File: config.mk
export PLATFORM = sky130hd
export DESIGN_NAME = rf_writeback_arbiter_flat
export DESIGN_NICKNAME = d
export VERILOG_FILES = /design/src/rtl/rf_writeback_arbiter_if.sv /design/src/rtl/rf_writeback_arbiter.sv /design/src/flat_wrapper.sv
export SDC_FILE = /design/constraint.sdc
export NUM_CORES = 1
export LEC_CHECK = 0
export ABC_AREA = 1
export BUFFER_PORTS_ARGS = -buffer_cell sky130_fd_sc_hd__buf_2
export CAP_MARGIN = 20
export CELL_PAD_IN_SITES_DETAIL_PLACEMENT = 0
export CELL_PAD_IN_SITES_GLOBAL_PLACEMENT = 2
export CORE_ASPECT_RATIO = 0.6
export CORE_MARGIN = 8
export CORE_UTILIZATION = 36
export DETAILED_ROUTE_END_ITERATION = 7
export PLACE_DENSITY_LB_ADDON = 0.2
export SLEW_MARGIN = 20
export SYNTH_ARGS = -nofsm -noshare
export SYNTH_HDL_FRONTEND = slang
export SYNTH_SLANG_ARGS = --single-unit
File: constraint.sdc
create_clock -name clk -period 3.71 [get_ports clk]
set_clock_uncertainty 0.15 [all_clocks]
set_input_delay 0.5565 -clock clk [delete_from_list [all_inputs] [get_ports clk]]
set_output_delay 0.5565 -clock clk [all_outputs]
set_load 0.01 [all_outputs]
File: src/rtl/rf_writeback_arbiter_if.sv
// Write-back arbiter bus: ALU/LSU result handshakes in, register-file write port and busy out.
interface rf_writeback_arbiter_if #(
  parameter int DATA_W = 32,
  parameter int ADDR_W = 5
);
  logic              alu_valid;
  logic              alu_ready;
  logic [ADDR_W-1:0] alu_rd;
  logic [DATA_W-1:0] alu_data;
  logic              lsu_valid;
  logic              lsu_ready;
  logic [ADDR_W-1:0] lsu_rd;
  logic [DATA_W-1:0] lsu_data;
  logic              wb_we;
  logic [ADDR_W-1:0] wb_addr;
  logic [DATA_W-1:0] wb_data;
  logic              busy;

  modport master (
    output alu_valid, alu_rd, alu_data, lsu_valid, lsu_rd, lsu_data,
    input  alu_ready, lsu_ready, wb_we, wb_addr, wb_data, busy
  );

  modport slave (
    input  alu_valid, alu_rd, alu_data, lsu_valid, lsu_rd, lsu_data,
    output alu_ready, lsu_ready, wb_we, wb_addr, wb_data, busy
  );
endinterface

File: src/rtl/rf_writeback_arbiter.sv
// Register-file write-back arbiter: per-channel result FIFOs (ALU=0, LSU=1),
// round-robin grant of one head per cycle into a registered single write port.
module rf_writeback_arbiter #(
  parameter int DATA_W = 32,
  parameter int ADDR_W = 5,
  parameter int DEPTH  = 2
) (
  input logic                  clk,
  input logic                  reset,
  input logic                  flush,
  rf_writeback_arbiter_if.slave wb_if
);
  localparam int PTR_W = $clog2(DEPTH);
  localparam int CNT_W = PTR_W + 1;

  typedef enum logic {RR_ALU, RR_LSU} rr_e;
  rr_e rr_q, rr_d;

  logic              in_valid [2];
  logic [ADDR_W-1:0] in_rd    [2];
  logic [DATA_W-1:0] in_data  [2];
  logic [ADDR_W-1:0] head_rd  [2];
  logic [DATA_W-1:0] head_data[2];

  logic [1:0] not_empty, ready, push, grant;
  logic       sel;

  logic              wb_we_q;
  logic [ADDR_W-1:0] wb_addr_q;
  logic [DATA_W-1:0] wb_data_q;

  assign in_valid[0] = wb_if.alu_valid;
  assign in_rd[0]    = wb_if.alu_rd;
  assign in_data[0]  = wb_if.alu_data;
  assign in_valid[1] = wb_if.lsu_valid;
  assign in_rd[1]    = wb_if.lsu_rd;
  assign in_data[1]  = wb_if.lsu_data;

  for (genvar g = 0; g < 2; g++) begin : g_fifo
    logic [ADDR_W-1:0] rd_mem  [DEPTH];
    logic [DATA_W-1:0] data_mem[DEPTH];
    logic [PTR_W-1:0]  wr_ptr, rd_ptr;
    logic [CNT_W-1:0]  count;
    logic              full;

    // Ready uses start-of-cycle occupancy, so a full FIFO never takes a push
    // even when it pops in the same cycle. Writes to x0 are handshaked then dropped.
    assign full         = (count == CNT_W'(DEPTH));
    assign not_empty[g] = (count != '0);
    assign ready[g]     = !full && !reset && !flush;
    assign push[g]      = in_valid[g] && ready[g] && (in_rd[g] != '0);
    assign head_rd[g]   = rd_mem[rd_ptr];
    assign head_data[g] = data_mem[rd_ptr];

    always_ff @(posedge clk) begin
      if (reset || flush) begin
        wr_ptr <= '0;
        rd_ptr <= '0;
        count  <= '0;
      end else begin
        if (push[g])  wr_ptr <= wr_ptr + 1'b1;
        if (grant[g]) rd_ptr <= rd_ptr + 1'b1;
        count <= count + CNT_W'(push[g]) - CNT_W'(grant[g]);
      end
    end

    always_ff @(posedge clk) begin
      if (push[g]) begin
        rd_mem[wr_ptr]   <= in_rd[g];
        data_mem[wr_ptr] <= in_data[g];
      end
    end
  end

  // Pointer only advances under contention; a lone channel is granted without touching it.
  always_comb begin
    grant = not_empty;
    rr_d  = rr_q;
    if (not_empty == 2'b11) begin
      grant = (rr_q == RR_ALU) ? 2'b01 : 2'b10;
      rr_d  = (rr_q == RR_ALU) ? RR_LSU : RR_ALU;
    end
    if (flush) rr_d = RR_ALU;
  end

  assign sel = grant[1];

  always_ff @(posedge clk) begin
    if (reset) rr_q <= RR_ALU;
    else       rr_q <= rr_d;
  end

  always_ff @(posedge clk) begin
    if (reset) begin
      wb_we_q   <= 1'b0;
      wb_addr_q <= '0;
      wb_data_q <= '0;
    end else if (flush) begin
      wb_we_q <= 1'b0;
    end else begin
      wb_we_q <= |grant;
      if (|grant) begin
        wb_addr_q <= head_rd[sel];
        wb_data_q <= head_data[sel];
      end
    end
  end

  assign wb_if.alu_ready = ready[0];
  assign wb_if.lsu_ready = ready[1];
  assign wb_if.wb_we     = wb_we_q;
  assign wb_if.wb_addr   = wb_addr_q;
  assign wb_if.wb_data   = wb_data_q;
  assign wb_if.busy      = (|not_empty) || wb_we_q;
endmodule

File: src/flat_wrapper.sv
// flat-port wrapper written by rule: the top's interface ports become plain ports
module rf_writeback_arbiter_flat 
#(
  parameter int DATA_W = 32,
  parameter int ADDR_W = 5,
  parameter int DEPTH  = 2
)
  (clk, reset, flush, wb_if_alu_valid, wb_if_alu_rd, wb_if_alu_data, wb_if_lsu_valid, wb_if_lsu_rd, wb_if_lsu_data, wb_if_alu_ready, wb_if_lsu_ready, wb_if_wb_we, wb_if_wb_addr, wb_if_wb_data, wb_if_busy);
  rf_writeback_arbiter_if #(.DATA_W(DATA_W), .ADDR_W(ADDR_W)) wb_if_i ();
  input logic clk;
  input logic reset;
  input logic flush;
  input wire logic [$bits(wb_if_i.alu_valid)-1:0] wb_if_alu_valid;
  input wire logic [$bits(wb_if_i.alu_rd)-1:0] wb_if_alu_rd;
  input wire logic [$bits(wb_if_i.alu_data)-1:0] wb_if_alu_data;
  input wire logic [$bits(wb_if_i.lsu_valid)-1:0] wb_if_lsu_valid;
  input wire logic [$bits(wb_if_i.lsu_rd)-1:0] wb_if_lsu_rd;
  input wire logic [$bits(wb_if_i.lsu_data)-1:0] wb_if_lsu_data;
  output wire logic [$bits(wb_if_i.alu_ready)-1:0] wb_if_alu_ready;
  output wire logic [$bits(wb_if_i.lsu_ready)-1:0] wb_if_lsu_ready;
  output wire logic [$bits(wb_if_i.wb_we)-1:0] wb_if_wb_we;
  output wire logic [$bits(wb_if_i.wb_addr)-1:0] wb_if_wb_addr;
  output wire logic [$bits(wb_if_i.wb_data)-1:0] wb_if_wb_data;
  output wire logic [$bits(wb_if_i.busy)-1:0] wb_if_busy;
  assign wb_if_i.alu_valid = wb_if_alu_valid;
  assign wb_if_i.alu_rd = wb_if_alu_rd;
  assign wb_if_i.alu_data = wb_if_alu_data;
  assign wb_if_i.lsu_valid = wb_if_lsu_valid;
  assign wb_if_i.lsu_rd = wb_if_lsu_rd;
  assign wb_if_i.lsu_data = wb_if_lsu_data;
  assign wb_if_alu_ready = wb_if_i.alu_ready;
  assign wb_if_lsu_ready = wb_if_i.lsu_ready;
  assign wb_if_wb_we = wb_if_i.wb_we;
  assign wb_if_wb_addr = wb_if_i.wb_addr;
  assign wb_if_wb_data = wb_if_i.wb_data;
  assign wb_if_busy = wb_if_i.busy;
  rf_writeback_arbiter #(.DATA_W(DATA_W), .ADDR_W(ADDR_W), .DEPTH(DEPTH)) u_core (.clk(clk), .reset(reset), .flush(flush), .wb_if(wb_if_i));
endmodule
==> run metrics <==
slew of the pin with the lowest slew margin 0.9490 ns; endpoints failing setup 0; Net Sw Power 1.175 mW; worst-path cell chain buf_2, nor2_2, clkinv_1, a21oi_1, buf_2; FMAX 426.1 MHz; largest cells by area after synthesis edfxtp_1, dfxtp_1, nand2_1; first-pass GRT wire length 30.50 mm; CTS Hold Bufs 0; CP peak stage delay 0.29 ns; Post-synth top cells nand2_1, inv_1, edfxtp_1; layout cell share with drive strength beyond 1 0.1978; Detail Placement HPWL 12.86 mm; Final Max Tran Viols 0; RSZ-0062 raised after global routing false; slew margin rel. 0.3673; fin util 0.4327; CTS Buffer Depth 2; area occupied by registers 5428 sq um; Ant. Diodes 0; Synth async-reset ratio 0; PD cells 510.0 nW/um^2; worst path buffer plus inverter count 3; Die Ht 131.6 microns; dominant synthesized flop cell edfxtp_1; Die Footprint 27,450 sq um; Initial Util 0.3649; post-route ant nets 0; Clk pwr share 0.401; Synth cell types 26; gp weighted congestion 0.7253; crit path max fanout 9; Critical-path top delay cell clkinv_1; cell mode on critical path buf_2; CTS Buf Count 17; number of synthesized flops with an enable pin 148; Post-Syn Instances 788; post-route cell area 9504 sq um; Pre-antenna DRT Iters 5; syn_nets 871; post-DR wirelength/cell 16.30 microns; Yosys top cell by area edfxtp_1; Leak Pwr 4.002 nW; Hold Crit Class input pin to register; Core ar. 21,970 sq um; H-tree levels 4; initial antenna violation count 0; Gate power share 0.087; vias in the first global route 5,427; Avg Cell Area, Syn 10.17 sq um; number of I/O pins 120; GRT Util Overall 0.1439; Hold Vio Cnt, Final 0; post_cts resized 0; sw frac 0.2424; Reg power frac 0.512; synthesized area 8015 sq um; Nets 985; total chip power 4.847 mW; placed insts 1,169; Buffers on Ports 119; CTS tree built; Period minus WS final 2.347 ns; P&R area growth vs syn 18.58%; CTS Sinks 197; Setup Fix Bufs, Post-CTS 0; drt via density 4.437; via count 5,329; initial DRC count 233; CP delay by family, top buffers and inverters; Routed WL 19.58 mm; # DRC 0; total gr overflow 0; multi-input logic area 1834 sq um; Synth warnings 0; Worst setup EP type output pin; setup TNS 0 ns; WP data required 3.00 ns; largest net degree at the start of global routing 51; Critical Path Source Type input pin; most frequent cell after synthesis nand2_1; FP Rows 42; post-synth top area share 0.5545; Finished Layout Cells 1,201; status complete, no violations; maximum vdd drop 0.0003224 V; Synth Register Bits 197; clock root buffer clkbuf_16; internal power consumption 3.672 mW; Worst Path Arrival 1.64 ns; CTS clk-pin slew, worst paths 0.08 ns; placed inst area 8885 sq um; MaxCap Viol Count 0; critical path class input pin to output pin; later-pin clock latency in the skew report 0.43 ns; fin crit share 0.6326; die width 208.6 microns; fill cell count 2,141; sequential share of the synthesized area 0.6769
-- sequential cells by signal, indices dropped and copies added (netlist names), named ones only --
name	count
u_core.wb_if.wb_addr	5
u_core.g_fifo.wr_ptr	2
u_core.wb_if.wb_we	1
u_core.g_fifo.count	4
u_core.g_fifo.data_mem	128
u_core.g_fifo.rd_mem	20
u_core.rr_q	1
u_core.wb_if.wb_data	32
u_core.g_fifo.rd_ptr	2
-- metrics by stage --
stage | hold slack [ns] | setup slack [ns]
2_1_floorplan | 0.2974 | 0.3421
3_3_place_gp | 0.3274 | 1.155
3_5_place_dp | 0.3138 | 1.016
4_1_cts | 0.1419 | 1.357
5_1_grt | 0.1411 | 1.225
6_report | 0.1587 | 1.363
-- power by group through the flow --
stage	combinational [mW]	sequential [mW]	clock (mW)
final	0.422	2.48	1.94
after global routing	0.481	2.49	2.06
after global placement	0.423	2.53	0
after floorplan	0.237	2.54	0
after detailed placement	0.429	2.53	0
after CTS	0.431	2.48	1.98
-- placed cells by master (no fill, tap or decap), drive strengths merged, types with 3 or more instances in the layout --
cell type	netlist	layout
a21oi	36	36
buf	26	129
o21ai	87	87
edfxtp	148	148
or2	3	3
nand3	37	37
nor2	31	31
dfxtp	49	49
bufinv	0	3
clkinv	1	6
nand2	201	201
inv	154	159
ha	4	4
clkbuf	8	17
-- routing by layer --
metal / part of all wire / track usage / vias to the layer above
li1: - / - / 2747
met3: 0.050 / 0.03704 / 15
met2: 0.44 / 0.2200 / 109
met4: 0.0087 / 0.03627 / 0
met1: 0.50 / 0.2015 / 2458
met5: 0 / 0 / -
-- path summary, 6_finish.rpt --
path / start / endpoint / slack, ns / cells past startpoint
hold / removal: wb_if_alu_data[10] / u_core.g_fifo[0].data_mem[0][10] / 0.16 / 1
hold reg to reg: u_core.g_fifo[0].rd_ptr / u_core.g_fifo[0].rd_ptr / 0.34 / 2
setup reg to reg: u_core.g_fifo[1].count[1] / u_core.g_fifo[0].count[1] / 1.51 / 8
setup / recovery: reset / wb_if_alu_ready / 1.36 / 5
-- layout make-up --
cell class | count | area share
clock buffers | 17 | 0.04476
clock inverters | 15 | 0.02041
well taps | 286 | 0.03765
flip-flops and latches | 197 | 0.5711
repair buffers | 129 | 0.07188
inverters | 155 | 0.06122
multi-input cells | 402 | 0.1930
-- logic make-up after synthesis --
family | share of synthesized area
AND/OR/NAND/NOR | 0.1378
XOR/XNOR | 0.003279
adder cells (fa/ha/maj) | 0.006244
flip-flops | 0.6769
AO/OA/AOI/OAI | 0.07961
buffers and inverters | 0.09616
Note: power is estimated with default switching activity, not from simulation.
